## src/rtl/fp_mul_pipe.sv

```systemverilog
// Three-stage pipelined floating-point multiplier (bf16 by default) with RNE rounding,
// DAZ/FTZ, exception flags, valid/ready handshake on both sides and a passthrough tag.
module fp_mul_pipe #(
    parameter int unsigned EXP_W = 8,
    parameter int unsigned MAN_W = 7,
    parameter int unsigned TAG_W = 4
) (
    input  logic                     clk,
    input  logic                     rst,
    input  logic                     in_valid,
    output logic                     in_ready,
    input  logic [EXP_W+MAN_W:0]     in_a,
    input  logic [EXP_W+MAN_W:0]     in_b,
    input  logic [TAG_W-1:0]         in_tag,
    output logic                     out_valid,
    input  logic                     out_ready,
    output logic [EXP_W+MAN_W:0]     out_z,
    output logic [TAG_W-1:0]         out_tag,
    output logic [3:0]               out_flags
);

    localparam int unsigned W    = 1 + EXP_W + MAN_W;
    localparam int unsigned SW   = MAN_W + 1;
    localparam int unsigned PW   = 2 * SW;
    localparam int unsigned EW   = EXP_W + 2;
    localparam int unsigned BIAS = (1 << (EXP_W - 1)) - 1;

    localparam logic [EW-1:0] EXP_MAX = EW'((1 << EXP_W) - 1);
    localparam logic [W-1:0]  QNAN    = {1'b0, {EXP_W{1'b1}}, 1'b1, {(MAN_W-1){1'b0}}};

    // Ready chain: each stage may load when empty or when its occupant leaves this cycle
    logic s1_v, s2_v;
    logic s1_rdy_c, s2_rdy_c, s3_rdy_c;

    assign s3_rdy_c = !out_valid || out_ready;
    assign s2_rdy_c = !s2_v || s3_rdy_c;
    assign s1_rdy_c = !s1_v || s2_rdy_c;
    assign in_ready = s1_rdy_c && !rst;

    // ------------------------------------------------------------------
    // S1: unpack and classify
    // ------------------------------------------------------------------
    logic              sa_c, sb_c;
    logic [EXP_W-1:0]  ea_c, eb_c;
    logic [MAN_W-1:0]  ma_c, mb_c;
    logic              a_nan_c, b_nan_c, a_inf_c, b_inf_c, a_zero_c, b_zero_c;
    logic              sign_c;
    logic              spec_c;
    logic [W-1:0]      spec_z_c;
    logic [3:0]        spec_f_c;
    logic [EW-1:0]     ez_c;

    assign {sa_c, ea_c, ma_c} = in_a;
    assign {sb_c, eb_c, mb_c} = in_b;

    always_comb begin : s1_classify
        a_nan_c  = (&ea_c) && (|ma_c);
        b_nan_c  = (&eb_c) && (|mb_c);
        a_inf_c  = (&ea_c) && !(|ma_c);
        b_inf_c  = (&eb_c) && !(|mb_c);
        a_zero_c = !(|ea_c);
        b_zero_c = !(|eb_c);
        sign_c   = sa_c ^ sb_c;
        ez_c     = EW'(ea_c) + EW'(eb_c) - EW'(BIAS);

        spec_c   = 1'b1;
        spec_z_c = QNAN;
        spec_f_c = 4'b0000;
        if (a_nan_c || b_nan_c) begin
            spec_z_c = QNAN;
        end else if ((a_inf_c && b_zero_c) || (a_zero_c && b_inf_c)) begin
            spec_z_c = QNAN;
            spec_f_c = 4'b1000;
        end else if (a_inf_c || b_inf_c) begin
            spec_z_c = {sign_c, {EXP_W{1'b1}}, {MAN_W{1'b0}}};
        end else if (a_zero_c || b_zero_c) begin
            spec_z_c = {sign_c, {(EXP_W+MAN_W){1'b0}}};
        end else begin
            spec_c = 1'b0;
        end
    end

    logic              s1_sign;
    logic              s1_spec;
    logic [W-1:0]      s1_spec_z;
    logic [3:0]        s1_spec_f;
    logic [SW-1:0]     s1_ma, s1_mb;
    logic [EW-1:0]     s1_ez;
    logic [TAG_W-1:0]  s1_tag;

    always_ff @(posedge clk) begin : s1_reg
        if (rst) begin
            s1_v      <= 1'b0;
            s1_sign   <= 1'b0;
            s1_spec   <= 1'b0;
            s1_spec_z <= '0;
            s1_spec_f <= '0;
            s1_ma     <= '0;
            s1_mb     <= '0;
            s1_ez     <= '0;
            s1_tag    <= '0;
        end else if (s1_rdy_c) begin
            s1_v <= in_valid;
            if (in_valid) begin
                s1_sign   <= sign_c;
                s1_spec   <= spec_c;
                s1_spec_z <= spec_z_c;
                s1_spec_f <= spec_f_c;
                s1_ma     <= {1'b1, ma_c};
                s1_mb     <= {1'b1, mb_c};
                s1_ez     <= ez_c;
                s1_tag    <= in_tag;
            end
        end
    end

    // ------------------------------------------------------------------
    // S2: significand multiply
    // ------------------------------------------------------------------
    logic              s2_sign;
    logic              s2_spec;
    logic [W-1:0]      s2_spec_z;
    logic [3:0]        s2_spec_f;
    logic [PW-1:0]     s2_prod;
    logic [EW-1:0]     s2_ez;
    logic [TAG_W-1:0]  s2_tag;

    always_ff @(posedge clk) begin : s2_reg
        if (rst) begin
            s2_v      <= 1'b0;
            s2_sign   <= 1'b0;
            s2_spec   <= 1'b0;
            s2_spec_z <= '0;
            s2_spec_f <= '0;
            s2_prod   <= '0;
            s2_ez     <= '0;
            s2_tag    <= '0;
        end else if (s2_rdy_c) begin
            s2_v <= s1_v;
            if (s1_v) begin
                s2_sign   <= s1_sign;
                s2_spec   <= s1_spec;
                s2_spec_z <= s1_spec_z;
                s2_spec_f <= s1_spec_f;
                s2_prod   <= PW'(s1_ma) * PW'(s1_mb);
                s2_ez     <= s1_ez;
                s2_tag    <= s1_tag;
            end
        end
    end

    // ------------------------------------------------------------------
    // S3: normalise, round to nearest even, range check, pack
    // ------------------------------------------------------------------
    logic [PW-2:0]     pn_c;
    logic [MAN_W-1:0]  man_c, man_r_c;
    logic              guard_c, sticky_c, rnd_c, carry_c;
    logic [EW-1:0]     ez_r_c;
    logic              ovf_c, unf_c;
    logic [W-1:0]      z_c;
    logic [3:0]        f_c;

    always_comb begin : s3_round_pack
        pn_c     = s2_prod[PW-1] ? s2_prod[PW-2:0] : {s2_prod[PW-3:0], 1'b0};
        man_c    = pn_c[PW-2 -: MAN_W];
        guard_c  = pn_c[PW-2-MAN_W];
        sticky_c = |pn_c[PW-3-MAN_W:0];
        rnd_c    = guard_c && (sticky_c || man_c[0]);
        {carry_c, man_r_c} = {1'b0, man_c} + SW'(rnd_c);
        ez_r_c   = s2_ez + EW'(s2_prod[PW-1]) + EW'(carry_c);
        // ez_r_c is two's complement; the MSB marks a negative exponent
        ovf_c    = !ez_r_c[EW-1] && (ez_r_c >= EXP_MAX);
        unf_c    = ez_r_c[EW-1] || (ez_r_c == '0);

        z_c = {s2_sign, ez_r_c[EXP_W-1:0], man_r_c};
        f_c = {3'b000, guard_c || sticky_c};
        if (s2_spec) begin
            z_c = s2_spec_z;
            f_c = s2_spec_f;
        end else if (ovf_c) begin
            z_c = {s2_sign, {EXP_W{1'b1}}, {MAN_W{1'b0}}};
            f_c = 4'b0101;
        end else if (unf_c) begin
            z_c = {s2_sign, {(EXP_W+MAN_W){1'b0}}};
            f_c = 4'b0011;
        end
    end

    always_ff @(posedge clk) begin : s3_reg
        if (rst) begin
            out_valid <= 1'b0;
            out_z     <= '0;
            out_tag   <= '0;
            out_flags <= '0;
        end else if (s3_rdy_c) begin
            out_valid <= s2_v;
            if (s2_v) begin
                out_z     <= z_c;
                out_tag   <= s2_tag;
                out_flags <= f_c;
            end
        end
    end

endmodule
```

## config.mk

```make
export PLATFORM = sky130hd
export DESIGN_NAME = fp_mul_pipe
export DESIGN_NICKNAME = d
export VERILOG_FILES = /design/src/rtl/fp_mul_pipe.sv
export SDC_FILE = /design/constraint.sdc
export NUM_CORES = 1
export LEC_CHECK = 0
export BUFFER_PORTS_ARGS = -buffer_cell sky130_fd_sc_hd__buf_2
export CORE_MARGIN = 2
export CORE_UTILIZATION = 39
export DETAILED_ROUTE_END_ITERATION = 6
export PLACE_DENSITY_LB_ADDON = 0.12
export SYNTH_ARGS = -nofsm -noshare
export SYNTH_HDL_FRONTEND = slang
export SYNTH_SLANG_ARGS = --single-unit
```

## constraint.sdc

```tcl
create_clock -name clk -period 8.41 [get_ports clk]
set_input_delay 0.841 -clock clk [delete_from_list [all_inputs] [get_ports clk]]
set_output_delay 0.841 -clock clk [all_outputs]
set_load 0.02 [all_outputs]
```

[Word-level counts from Yosys, hierarchy flattened]
Cells that the tools add are included.
Word-level totals
  register bits: 131
  output and inout port bits: 26
  word-level logic and storage cells: 85
Cells by class
  $add $sub $neg: 5
  $mul: 1
  order comparisons: 1
  muxes and demuxes: 17
  bitwise logic cells: 1
  reduce and logical (&&, ||, !) cells: 39
Operator list (number)
  16-bit 2-to-1 mux: 5
  15-bit 2-to-1 mux: 3
  7-bit OR reduction: 3
  10-bit by 1-bit adder with 10-bit output: 2
  8-bit by 8-bit multiplier with 16-bit output: 1
  8-bit AND reduction: 2
  8-bit OR reduction: 2
  4-bit 2-to-1 mux: 3
  10-bit by 8-bit >= comparator with 1-bit output (second input constant): 1
  10-bit logical NOT: 1
  1-bit logical OR: 10
  9-bit by 7-bit subtractor with 10-bit output (second input constant): 1
  8-bit by 8-bit adder with 9-bit output: 1
  1-bit logical AND: 9
  1-bit logical NOT: 9
  7-bit by 1-bit adder with 8-bit output: 1
  2-bit AND reduction: 3
  1-bit 2-to-1 mux: 4
  3-bit 2-to-1 mux: 1
  2-bit 2-to-1 mux: 1
  1-bit XOR: 1

[Logic depth before layout (Yosys ltp)]
  depth after elaboration: 11
  gate-level depth with buffers: 16

[Worst setup path before layout]
Ideal clock, no wire load.
  path type: flip-flop to flip-flop
  from: register s1_ma[7]
  to: register s2_prod[14]
  arrival: 4230 ps
  data required time: 8270 ps
  setup slack: 4040 ps
  stages on the path, launching flop included: 17
  buffers on the path: 1
  clock period less this slack: 4370 ps
  path through: dfxtp_1 -> clkbuf_1 -> nand2_1 -> fa_1 -> inv_1 -> fa_1 -> fa_1 -> inv_1 -> fa_1 -> inv_1 -> ha_1 -> and4_1 -> a211oi_1 -> o21ai_0 -> a311oi_1 -> or4_1 -> o311ai_0
Between the ends
  cells in the longest elaborated chain, start to end: 1
RTL lines
  start: declaration: RTL line 87  | logic [SW-1:0] s1_ma, s1_mb;
  start signal: assignment: RTL line 109  | s1_ma <= {1'b1, ma_c};
  8-bit by 8-bit multiplier with 16-bit output: RTL line 145  | s2_prod <= PW'(s1_ma) * PW'(s1_mb);
  end signal: assignment: RTL line 145
  end: declaration: RTL line 124  | logic [PW-1:0] s2_prod;
No other way between the ends.
A chain may end at the register's enable or synchronous reset.

[Worst setup path in the final report]
Same ends and word-level chain as after synthesis.

==> metrics <==
Cells after Synth around 830; Final Skew around 9.0 ps; Max Fanout on Critical Path 16; DR vias 5561; Synth async-reset ratio 0%; top_reg_cell synth dfxtp_1; Tmin final approximately 4800 ps; mean number of vias per cell around 5; Routed Antenna Nets 0; Filler cells 1748; die area 18400 um^2; detailed router's first-iteration violation count between 200 and 300; Setup Buffers After CTS 0; sequential fraction of the synthesis area 29.0%; layout cells sized above 1 between 10 and 15%; PwrDens ~140 nW/um^2; mapped cell area ~6800 um^2; CTS Buffer Depth 2; Placer Congestion 0.862; pin count of the biggest net entering global routing between 70 and 80; area share of the largest cell type after synthesis 29.0%; row cnt 48; clock power share between 30% and 40%; final hold violation count 0; Int Power ~0.8 mW; Synth area leader dfxtp_1; kind of start point of the critical path register; Sw Share between 20% and 30%; clk slew on worst S/H paths ~70 ps; Final Max Tran Viols 0; RSZ-0062 raised after global routing false; Crit Path Class reg -> reg; Post-synth EDFFs 0; Worst-Skew Late Latency ~350 ps; maxcap violations 0; part of the cycle the worst path needs about 57%; Total Routed Length ~15000 um; Seq pwr share between 40 and 50%; core outline area approximately 17000 um^2; Cell variety after synth 57; Net Switching roughly 0.3 mW; CTS root buffer clkbuf_16; CTS Hold Bufs 0; Nets 996; PostCTS Resize Cnt 0; die height around 140 um; initial core utilization slightly below 40%; hpwl dp about 12000 um; leading cell type in the layout, fill and taps excluded nand2_1; detailed-routed wire length on met2 between 6000 and 7000 um; clock sinks about 100; worst ir drop on vdd ~0.00011 V; Mapped Avg Cell Area roughly 8.2 um^2; initial antenna violation count 1; Seq cells post-synth 98; Die X ~140 um; met3 wire len about 650 um; Worst setup EP type register; first drt pass iteration count 4; IO Count 66; synth warn 0; area grow syn2layout 11.4%; first-pass GRT wire length between 20000 and 30000 um; placed insts roughly 1100; GRT Overall Usage approximately 17%; Peak Freq 210 MHz; CP arrival slightly below 5000 ps; H-tree depth 3; Pleak between 3 and 4 nW; Residual DRC 0; Multi-input gate area 4390 um^2; syn_nets 958; final std cells w/o fill 1096; Top Metal Used met4; Setup-failing EPs final 0; TritonCTS Buffers 9; Comb pwr share between 10% and 20%; CP required 8610 ps; wire length per cell 14.0 um; I/O Buffers 65; Post-Route Setup TNS 0 ps; worst slew pin tran between 900 and 1000 ps; GRT overflow 0; status complete, no violations; Metal-1 WL 8130 um; Register Area between 1500 and 2000 um^2; vias in the first global route 5209; commonest cells after routing, fill and taps aside 147 x nand2_1, 98 x dfxtp_1, 94 x a21oi_1, 65 x inv_1, 64 x buf_2; CTS tree done; Area contributors post-synth dfxtp_1 29%, fa_1 11%, ha_1 9.8%, nand2_1 8.2%, a21oi_1 7.0%; relative slew slack 35.2%; Hold Crit Class reg -> reg
## layout make-up
class                   instances  area share [%]
clock inverters                 7           0.979
repair buffers                 70            4.84
inverters                      65            3.23
multi-input cells             621            58.2
clock buffers                   9            2.99
diodes                          1          0.0332
flip-flops and latches         98            26.0
well taps                     225            3.73
## power groups by stage
stage               clock (mW)  sequential [mW]  combinational, mW
floorplan                    0            0.507              0.116
global route             0.450            0.508              0.179
detailed placement           0            0.516              0.155
CTS                      0.434            0.505              0.157
finish                   0.420            0.505              0.155
global placement             0            0.514              0.154
## registers in the layout (all words and copies together) (netlist names), 3 cells and up
name	count
out_z	16
s2_prod	16
s1_ez	10
s2_ez	10
s1_ma	8
s1_mb	7
out_flags	4
out_tag	4
s1_tag	4
s2_tag	4
s1_spec_z	3
s2_spec_z	3
## logic make-up after synthesis
kind of cell    count (synthesis)  share of synthesized area (%)
xor+xnor                       22                           2.85
mux                             4                          0.647
flops                          98                           29.0
buf+inv                       108                           6.23
fa+ha+maj                      91                           21.0
compound gates                173                           16.0
simple gates                  331                           24.3
## routing by layer
metal  vias up  track usage [%]
li1       2890                -
met5         -                0
met1      2570             26.3
met3        11             3.55
met2        90             25.6
met4         0             3.70
## critical path, cell delays in order (launching register included)
cell and delay [ps]:
dfxtp_1 610, and2_1 230, fa_1 420, fa_1 520, fa_1 550, inv_1 50, fa_1 520, inv_1 40
ha_1 370, and4_1 220, a211oi_1 230, o21ai_0 220, a311oi_1 360, or4_1 150, o311ai_0 110
## path summary, 6_finish.rpt
check             slack (ps)            to    startpoint  cells past startpoint
hold / removal           450  out_flags[2]  out_flags[2]                      2
setup reg to reg        3650   s2_prod[14]      s1_ma[7]                     14
setup / recovery        3650   s2_prod[14]      s1_ma[7]                     14
hold reg to reg          450  out_flags[2]  out_flags[2]                      2
## cell usage after synthesis, drive strengths merged (3+ instances only)
| cell type | n |
|---|---|
| o211ai | 4 |
| clkbuf | 30 |
| o31ai | 3 |
| nor4 | 8 |
| a21o | 11 |
| fa | 38 |
| mux2 | 3 |
| o21ai | 13 |
| buf | 13 |
| xnor2 | 14 |
| or4 | 9 |
| and2 | 51 |
| inv | 65 |
| a21oi | 94 |
| nor2b | 8 |
| nand3b | 14 |
| a311oi | 3 |
| or3 | 4 |
| nor2 | 37 |
| nand3 | 12 |
| ha | 53 |
| xor2 | 8 |
| and3 | 3 |
| a22oi | 9 |
| and4 | 3 |
| nand4 | 9 |
| nand2b | 5 |
| a211oi | 8 |
| a31oi | 6 |
| nor3 | 13 |
| dfxtp | 98 |
| o41ai | 4 |
| nand2 | 147 |
| o31a | 3 |
| nand4b | 4 |
## stage by stage
stage	util [%]	hold slack, ps	setup WS, ps	instance area (um^2)	power, mW
2_1_floorplan	-	427	4040	6770	0.623
5_1_grt	44.0	472	3310	7540	1.14
3_5_place_dp	42.3	444	3650	7240	0.671
3_3_place_gp	42.3	442	3800	7240	0.668
6_report	44.1	450	3650	7540	1.08
4_1_cts	44.0	454	3640	7540	1.10
(Power assumes the default switching activity.)
